==> src/rtl/alu_if.sv <==
// Issue and CDB signals between the reservation station, the ALU and the CDB snoopers.
// The master side issues ops and snoops the ALU half of the CDB; the slave side is the ALU.
interface alu_if #(
  parameter int RS_TYPE_BIT  = 4,
  parameter int ROB_SIZE_BIT = 4
);
  logic                    alu_input;
  logic [RS_TYPE_BIT-1:0]  arith_type;
  logic [31:0]             alu_r1_val;
  logic [31:0]             alu_r2_val;
  logic [ROB_SIZE_BIT-1:0] inst_rob_id;
  logic                    rs_fi;
  logic [31:0]             rs_value;
  logic [ROB_SIZE_BIT-1:0] rs_rob_id;

  modport master (
    output alu_input, arith_type, alu_r1_val, alu_r2_val, inst_rob_id,
    input  rs_fi, rs_value, rs_rob_id
  );

  modport slave (
    input  alu_input, arith_type, alu_r1_val, alu_r2_val, inst_rob_id,
    output rs_fi, rs_value, rs_rob_id
  );
endinterface

==> src/rtl/alu.sv <==
// RV32I integer execute stage driving the ALU half of the CDB, one op per cycle.
// Define ALU_PIPE2_EN to add a registered operand stage (2-cycle latency).
module alu #(
  parameter int RS_TYPE_BIT  = 4,
  parameter int ROB_SIZE_BIT = 4
) (
  input  logic  clk_in,
  input  logic  rst_in,
  input  logic  rdy_in,
  input  logic  rob_clear,
  alu_if.slave  bus
);

  localparam logic [RS_TYPE_BIT-1:0] OP_ADD  = RS_TYPE_BIT'(0);
  localparam logic [RS_TYPE_BIT-1:0] OP_SUB  = RS_TYPE_BIT'(1);
  localparam logic [RS_TYPE_BIT-1:0] OP_SLL  = RS_TYPE_BIT'(2);
  localparam logic [RS_TYPE_BIT-1:0] OP_SLT  = RS_TYPE_BIT'(3);
  localparam logic [RS_TYPE_BIT-1:0] OP_SLTU = RS_TYPE_BIT'(4);
  localparam logic [RS_TYPE_BIT-1:0] OP_XOR  = RS_TYPE_BIT'(5);
  localparam logic [RS_TYPE_BIT-1:0] OP_SRL  = RS_TYPE_BIT'(6);
  localparam logic [RS_TYPE_BIT-1:0] OP_SRA  = RS_TYPE_BIT'(7);
  localparam logic [RS_TYPE_BIT-1:0] OP_OR   = RS_TYPE_BIT'(8);
  localparam logic [RS_TYPE_BIT-1:0] OP_AND  = RS_TYPE_BIT'(9);
  localparam logic [RS_TYPE_BIT-1:0] OP_BEQ  = RS_TYPE_BIT'(10);
  localparam logic [RS_TYPE_BIT-1:0] OP_BNE  = RS_TYPE_BIT'(11);
  localparam logic [RS_TYPE_BIT-1:0] OP_BLT  = RS_TYPE_BIT'(12);
  localparam logic [RS_TYPE_BIT-1:0] OP_BGE  = RS_TYPE_BIT'(13);
  localparam logic [RS_TYPE_BIT-1:0] OP_BLTU = RS_TYPE_BIT'(14);
  localparam logic [RS_TYPE_BIT-1:0] OP_BGEU = RS_TYPE_BIT'(15);

  // Compare and branch ops return the outcome in bit 0; branches report "taken".
  function automatic logic [31:0] alu_compute(
    input logic [RS_TYPE_BIT-1:0] op,
    input logic [31:0]            a,
    input logic [31:0]            b
  );
    logic [4:0]  sh;
    logic [31:0] res;
    sh  = b[4:0];
    res = 32'd0;
    case (op)
      OP_ADD:  res = a + b;
      OP_SUB:  res = a - b;
      OP_SLL:  res = a << sh;
      OP_SLT:  res = {31'd0, $signed(a) < $signed(b)};
      OP_SLTU: res = {31'd0, a < b};
      OP_XOR:  res = a ^ b;
      OP_SRL:  res = a >> sh;
      OP_SRA:  res = $signed(a) >>> sh;
      OP_OR:   res = a | b;
      OP_AND:  res = a & b;
      OP_BEQ:  res = {31'd0, a == b};
      OP_BNE:  res = {31'd0, a != b};
      OP_BLT:  res = {31'd0, $signed(a) < $signed(b)};
      OP_BGE:  res = {31'd0, $signed(a) >= $signed(b)};
      OP_BLTU: res = {31'd0, a < b};
      OP_BGEU: res = {31'd0, a >= b};
      default: res = 32'd0;
    endcase
    return res;
  endfunction

  logic                    ex_valid_s;
  logic [RS_TYPE_BIT-1:0]  ex_type_s;
  logic [31:0]             ex_r1_s;
  logic [31:0]             ex_r2_s;
  logic [ROB_SIZE_BIT-1:0] ex_id_s;
  logic [31:0]             ex_result_s;

  logic                    rs_fi_r;
  logic [31:0]             rs_value_r;
  logic [ROB_SIZE_BIT-1:0] rs_rob_id_r;

`ifdef ALU_PIPE2_EN
  logic                    op_valid_r;
  logic [RS_TYPE_BIT-1:0]  op_type_r;
  logic [31:0]             op_r1_r;
  logic [31:0]             op_r2_r;
  logic [ROB_SIZE_BIT-1:0] op_id_r;

  // Operand stage: a flush kills the op being captured as well as the one held here.
  always_ff @(posedge clk_in or posedge rst_in) begin
    if (rst_in) begin
      op_valid_r <= 1'b0;
      op_type_r  <= '0;
      op_r1_r    <= 32'd0;
      op_r2_r    <= 32'd0;
      op_id_r    <= '0;
    end else if (rdy_in) begin
      op_valid_r <= bus.alu_input & ~rob_clear;
      if (bus.alu_input) begin
        op_type_r <= bus.arith_type;
        op_r1_r   <= bus.alu_r1_val;
        op_r2_r   <= bus.alu_r2_val;
        op_id_r   <= bus.inst_rob_id;
      end
    end
  end

  assign ex_valid_s = op_valid_r;
  assign ex_type_s  = op_type_r;
  assign ex_r1_s    = op_r1_r;
  assign ex_r2_s    = op_r2_r;
  assign ex_id_s    = op_id_r;
`else
  assign ex_valid_s = bus.alu_input;
  assign ex_type_s  = bus.arith_type;
  assign ex_r1_s    = bus.alu_r1_val;
  assign ex_r2_s    = bus.alu_r2_val;
  assign ex_id_s    = bus.inst_rob_id;
`endif

  assign ex_result_s = alu_compute(ex_type_s, ex_r1_s, ex_r2_s);

  // CDB register: value and id keep their last beat when idle, so consumers gate on rs_fi.
  always_ff @(posedge clk_in or posedge rst_in) begin
    if (rst_in) begin
      rs_fi_r     <= 1'b0;
      rs_value_r  <= 32'd0;
      rs_rob_id_r <= '0;
    end else if (rdy_in) begin
      if (rob_clear) begin
        rs_fi_r <= 1'b0;
      end else begin
        rs_fi_r <= ex_valid_s;
        if (ex_valid_s) begin
          rs_value_r  <= ex_result_s;
          rs_rob_id_r <= ex_id_s;
        end
      end
    end
  end

  assign bus.rs_fi     = rs_fi_r;
  assign bus.rs_value  = rs_value_r;
  assign bus.rs_rob_id = rs_rob_id_r;

endmodule

==> src/flat_wrapper.sv <==
// flat-port wrapper written by rule: the top's interface ports become plain ports
module alu_flat 
#(
  parameter int RS_TYPE_BIT  = 4,
  parameter int ROB_SIZE_BIT = 4
)
  (clk_in, rst_in, rdy_in, rob_clear, bus_alu_input, bus_arith_type, bus_alu_r1_val, bus_alu_r2_val, bus_inst_rob_id, bus_rs_fi, bus_rs_value, bus_rs_rob_id);
  alu_if #(.RS_TYPE_BIT(RS_TYPE_BIT), .ROB_SIZE_BIT(ROB_SIZE_BIT)) bus_i ();
  input  logic clk_in;
  input  logic rst_in;
  input  logic rdy_in;
  input  logic rob_clear;
  input wire logic [$bits(bus_i.alu_input)-1:0] bus_alu_input;
  input wire logic [$bits(bus_i.arith_type)-1:0] bus_arith_type;
  input wire logic [$bits(bus_i.alu_r1_val)-1:0] bus_alu_r1_val;
  input wire logic [$bits(bus_i.alu_r2_val)-1:0] bus_alu_r2_val;
  input wire logic [$bits(bus_i.inst_rob_id)-1:0] bus_inst_rob_id;
  output wire logic [$bits(bus_i.rs_fi)-1:0] bus_rs_fi;
  output wire logic [$bits(bus_i.rs_value)-1:0] bus_rs_value;
  output wire logic [$bits(bus_i.rs_rob_id)-1:0] bus_rs_rob_id;
  assign bus_i.alu_input = bus_alu_input;
  assign bus_i.arith_type = bus_arith_type;
  assign bus_i.alu_r1_val = bus_alu_r1_val;
  assign bus_i.alu_r2_val = bus_alu_r2_val;
  assign bus_i.inst_rob_id = bus_inst_rob_id;
  assign bus_rs_fi = bus_i.rs_fi;
  assign bus_rs_value = bus_i.rs_value;
  assign bus_rs_rob_id = bus_i.rs_rob_id;
  alu #(.RS_TYPE_BIT(RS_TYPE_BIT), .ROB_SIZE_BIT(ROB_SIZE_BIT)) u_core (.clk_in(clk_in), .rst_in(rst_in), .rdy_in(rdy_in), .rob_clear(rob_clear), .bus(bus_i));
endmodule
==> config.mk <==
export PLATFORM = sky130hd
export DESIGN_NAME = alu_flat
export DESIGN_NICKNAME = d
export VERILOG_FILES = /design/src/rtl/alu_if.sv /design/src/rtl/alu.sv /design/src/flat_wrapper.sv
export SDC_FILE = /design/constraint.sdc
export NUM_CORES = 1
export LEC_CHECK = 0
export ABC_CLOCK_PERIOD_IN_PS = 1800
export BUFFER_PORTS_ARGS = -buffer_cell sky130_fd_sc_hd__buf_2
export CORE_UTILIZATION = 60
export DETAILED_ROUTE_END_ITERATION = 10
export PLACE_DENSITY = 0.82
export SLEW_MARGIN = 25
export SYNTH_ARGS = -nofsm -noshare
export SYNTH_HDL_FRONTEND = slang
export SYNTH_SLANG_ARGS = --single-unit
==> constraint.sdc <==
create_clock -name clk_in -period 1.8 [get_ports clk_in]
set_input_delay 0.18 -clock clk_in [delete_from_list [all_inputs] [get_ports clk_in]]
set_output_delay 0.18 -clock clk_in [all_outputs]
set_load 0.1 [all_outputs]
==> results.sh, run 1 <==
export IMPL_status="stopped before the end"
export IMPL_failed_stage="4_1_cts"
export IMPL_tool_error="[ERROR DPL-0038] Utilization greater than 100%, impossible to legalize"
export IMPL_start_util_pct=61.4
export IMPL_cts_setup_buffers=64
export IMPL_port_buffers=113
export IMPL_place_congestion=1.23
export IMPL_synth_fp_nets=1578
export IMPL_clock_sinks=37
export IMPL_synth_compound_area_share_pct=33.5
export IMPL_synth_simple_gate_area_share_pct=20.6
export IMPL_async_flop_share_pct=100
export IMPL_synth_xor_xnor_area_share_pct=1.26
export IMPL_clock_path_buffers=2
export IMPL_synthMuxAreaShare_pct=14.0
export IMPL_ys_seq_area_share_pct=9.49
export IMPL_yosys_area_top_type="ha_1"
export IMPL_synth_cells=1402
export IMPL_synth_edf_count=0
export IMPL_synth_area_leaders="ha_1, dfrtp_1, a21oi_1"
export IMPL_cts_root_buf="clkbuf_16"
export IMPL_synth_cell_types=80
export IMPL_synth_top_family_by_area="compound AO/OA/AOI/OAI gates"
export IMPL_num_rows=46
export IMPL_die_height_um=130
export IMPL_ios=114
export IMPL_synth_area_per_cell_um2=6.96
export IMPL_htreeDepth=2
export IMPL_dp_hpwl_um=42900
export IMPL_die_w_um=130
export IMPL_ys_ff_latch=37
export IMPL_numCtsBuffers=5
export IMPL_cts_resized=384
export IMPL_ctsHoldBuffers=0
export IMPL_synth_ff_type="dfrtp_1"
export IMPL_synthAdderAreaFrac_pct=12.9
export IMPL_place_inst=2133
export IMPL_yosysWarningCount=0
export IMPL_synth_area_um2=9750
export IMPL_synth_top_area_share_pct=12.4
## cell families after synthesis
kind of cell | Yosys count
compound gates | 503
simple gates | 447
buf+inv | 204
fa+ha+maj | 99
mux | 98
flops | 37
xor+xnor | 14
## Yosys cell counts, types with 7 or more instances
master / instances
a211o_1: 12
a211oi_1: 22
a21o_1: 20
a21oi_1: 136
a221oi_1: 10
a22oi_1: 9
a31oi_1: 23
and2_1: 9
and3_1: 11
buf_1: 10
buf_2: 16
clkbuf_1: 73
dfrtp_1: 37
ha_1: 97
inv_1: 97
mux2_2: 15
mux2i_1: 54
mux4_2: 29
nand2_1: 136
nand2b_1: 10
nand3_1: 23
nor2_1: 159
nor2b_1: 10
nor3_1: 38
nor4_1: 11
o2111ai_1: 10
o211ai_1: 27
o21a_1: 7
o21ai_0: 108
o221ai_1: 10
o22ai_1: 25
o31ai_1: 14
or3_1: 14
xnor2_1: 9
## per-stage QoR
stage / setup WS (ns) / cell area (µm²)
after floorplan: -1.20 / 10200
after detailed placement: -1.35 / 14300
after global placement: -1.19 / 14300
==> inputs of run 2 (changes only) <==
CORE_UTILIZATION = 40   (was 60)
PLACE_DENSITY = unset   (was 0.82)
PLACE_DENSITY_LB_ADDON = 0.15   (was unset)
==> run 2 against run 1 <==
The flow now finishes, with violations (setup timing). Synthesized cell count unchanged. Synthesized area unchanged.
==> results.sh, run 2 <==
export IMPL_area_growth_pct=83.2
export IMPL_timing_max_cap_violations=0
export IMPL_wl_met3_um=7420
export IMPL_layout_nets=2228
export IMPL_fillerInstances=1777
export IMPL_yosysWarningCount=0
export IMPL_cp_top_family="compound AO/OA/AOI/OAI gates"
export IMPL_period_minus_slack_ns=2.71
export IMPL_place_inst=2293
export IMPL_numCtsBuffers=5
export IMPL_drv_slew=0
export IMPL_final_common_cell="buf_4"
export IMPL_synth_area_per_cell_um2=6.96
export IMPL_leakagePower_nw=8.16
export IMPL_antenna_found_initial=4
export IMPL_grt_start_max_net_pins=44
export IMPL_largest_reg_flops=32
export IMPL_wl_um=63800
export IMPL_drt_initial_drc_count=1993
export IMPL_ys_ff_latch=37
export IMPL_hp_class="input port to async pin"
export IMPL_cp_max_fo=5
export IMPL_layout_drive_gt1_share_pct=55.1
export IMPL_synth_top_area_share_pct=12.4
export IMPL_die_height_um=158
export IMPL_synth_common_cells="nor2_1, a21oi_1, nand2_1"
export IMPL_grt_first_pass_wirelength_um=85600
export IMPL_p_per_area_nw_per_um2=523
export IMPL_clock_sinks=37
export IMPL_place_congestion=1.04
export IMPL_dieArea_um2=25000
export IMPL_synth_fp_nets=1578
export IMPL_ios=114
export IMPL_dr_wl_met2_um=27200
export IMPL_ant_nets=0
export IMPL_track_usage_pct=46.4
export IMPL_grt_overflow=0
export IMPL_synth_most_common_cell="nor2_1"
export IMPL_clock_path_buffers=2
export IMPL_htreeDepth=2
export IMPL_required_ns=1.98
export IMPL_critical_path_buf_inv_count=6
export IMPL_via_count=15200
export IMPL_hold_violations=0
export IMPL_ctsHoldBuffers=0
export IMPL_tightest_slew_ns=0.688
export IMPL_cts_root_buf="clkbuf_16"
export IMPL_wire_per_inst_um=26.9
export IMPL_synth_cell_types=80
export IMPL_synth_area_leaders="ha_1, dfrtp_1, a21oi_1"
export IMPL_coreArea_um2=23700
export IMPL_setup_tns_final_ns=-21.10
export IMPL_critPathSlowestCell="mux2_4"
export IMPL_num_rows=56
export IMPL_top_layer_used="met5"
export IMPL_synth_area_um2=9750
export IMPL_dpl_cell_area_um2=14800
export IMPL_hold_slack_ns=0.0387
export IMPL_cts_tree="built"
export IMPL_clk_pin_slew_worst_paths_ns=0.07
export IMPL_start_util_pct=41.2
export IMPL_mostFrequentLayoutCells="buf_4, nand2_1, nor2_1"
export IMPL_fmax_mhz=369
export IMPL_synth_ff_type="dfrtp_1"
export IMPL_slew_headroom_pct=53.9
export IMPL_design_area_um2=17900
export IMPL_grt_pass1_vias=14400
export IMPL_setup_viol=32
export IMPL_async_flop_share_pct=100
export IMPL_crit_path_cell_trace="buf_12 -> buf_12 -> buf_6 -> buf_6 -> mux2_4 -> mux2i_4 -> mux2i_4 -> o211ai_1 -> buf_4 -> buf_6 -> o21a_1 -> o211ai_1 -> o221ai_1 -> o21a_1 -> o31ai_1"
export IMPL_synth_edf_count=0
export IMPL_fin_ws_ns=-0.907
export IMPL_fin_cells=2374
export IMPL_timing_final_crit_share_pct=150
export IMPL_worstSetupEndpointType="register"
export IMPL_skew_ns=0
export IMPL_synth_cells=1402
export IMPL_clk_latency_ns=0.30
export IMPL_rsz0062_at_grt="true"
export IMPL_port_buffers=113
export IMPL_max_vdd_ir_drop_uv=536
export IMPL_routedLengthMet1_um=22200
export IMPL_yosys_area_top_type="ha_1"
export IMPL_crit_type="input port to register"
export IMPL_die_w_um=158
export IMPL_cpMostUsedCell="buf_6"
export IMPL_worstPathArrival_ns=2.88
export IMPL_violations="setup timing"
export IMPL_ys_seq_area_share_pct=9.49
export IMPL_drc=0
export IMPL_dp_hpwl_um=43800
export IMPL_cpPeakStageDelay_ns=0.35
export IMPL_status="complete, but fails checks"
export IMPL_firstDrtPassIters=7
export IMPL_vias_per_cell=6.41
export IMPL_start_kind="input port"
==> run 2: cell counts after synthesis <==
Identical to the previous run, type by type.
==> run 2: stage by stage <==
stage,utilization [%],total power [mW],worst slack [ns]
after floorplan,-,4.41,-1.20
after global placement,62.6,6.81,-1.26
after detailed placement,62.6,6.84,-1.29
after CTS,70.6,8.52,-0.772
after global routing,75.4,9.62,-1.14
final,75.4,9.35,-0.907
==> run 2: power by group <==
group / switching (mW) / internal (mW) / total (mW) / leakage, nW
combinational: 4.39 / 2.86 / 7.25 / 7.65
clock: 0.453 / 0.547 / 1.00 / 0.0690
sequential: 0.108 / 0.991 / 1.10 / 0.442
==> run 2: logic make-up (layout without fill, tap and decap cells) <==
logic type | count (synthesis) | count (layout) | synth area share (%)
simple gates | 447 | 447 | 20.6
buf+inv | 204 | 854 | 8.36
xor+xnor | 14 | 14 | 1.26
other cells | 0 | 3 | 0
compound gates | 503 | 503 | 33.5
flops | 37 | 37 | 9.49
mux | 98 | 98 | 14.0
fa+ha+maj | 99 | 99 | 12.9
==> run 2: area by class of cell <==
type	count	area, µm²	share of cell area [%]
tap	319	399	2.23
antenna	3	7.51	0.0420
clock inverter	1	7.51	0.0420
timing repair buffer	748	5880	32.9
inverter	99	419	2.35
clock buffer	6	139	0.777
sequential	37	926	5.18
multi-input combinational	1161	10100	56.5
==> run 2: layer usage <==
layer  global-route usage (%)  up-vias
li1                         -     6494
met1                     54.3     7042
met2                     72.9     1224
met3                     8.84      459
met4                     39.4        4
met5                        0        -
==> run 2: final timing paths <==
check                                        start                       to  slack [ns]  depth (start not counted)
setup / recovery                 bus_alu_r2_val[0]  u_core.bus.rs_value[13]       -0.91                         15
hold / removal                              rst_in  u_core.bus.rs_rob_id[0]        0.04                          3
setup reg to reg            u_core.bus.rs_value[0]   u_core.bus.rs_value[0]        0.67                          6
hold reg to reg            u_core.bus.rs_value[11]  u_core.bus.rs_value[11]        0.48                          2
max in group asynchronous                   rst_in  u_core.bus.rs_value[17]        1.34                          3
min in group clk_in             bus_inst_rob_id[3]  u_core.bus.rs_rob_id[3]        0.07                          3
==> run 2: timing repair <==
| action | 4_1_cts | 5_1_grt |
|---|---|---|
| setup endpoints to repair | 32 | 32 |
| resized for setup | 329 | 234 |
| pin swaps | 108 | 130 |
| setup buffers | 51 | 40 |
| cloned | 3 | 1 |
==> run 2: worst register-to-register path: stages (launching register included) <==
cell and delay [ns]:
dfrtp_1 0.45, nor2_1 0.09, nor2_1 0.19, nand2_1 0.07, mux2i_1 0.12, nand2_1 0.07, nand4_1 0.08
Power figures use the tool's default switching activity.
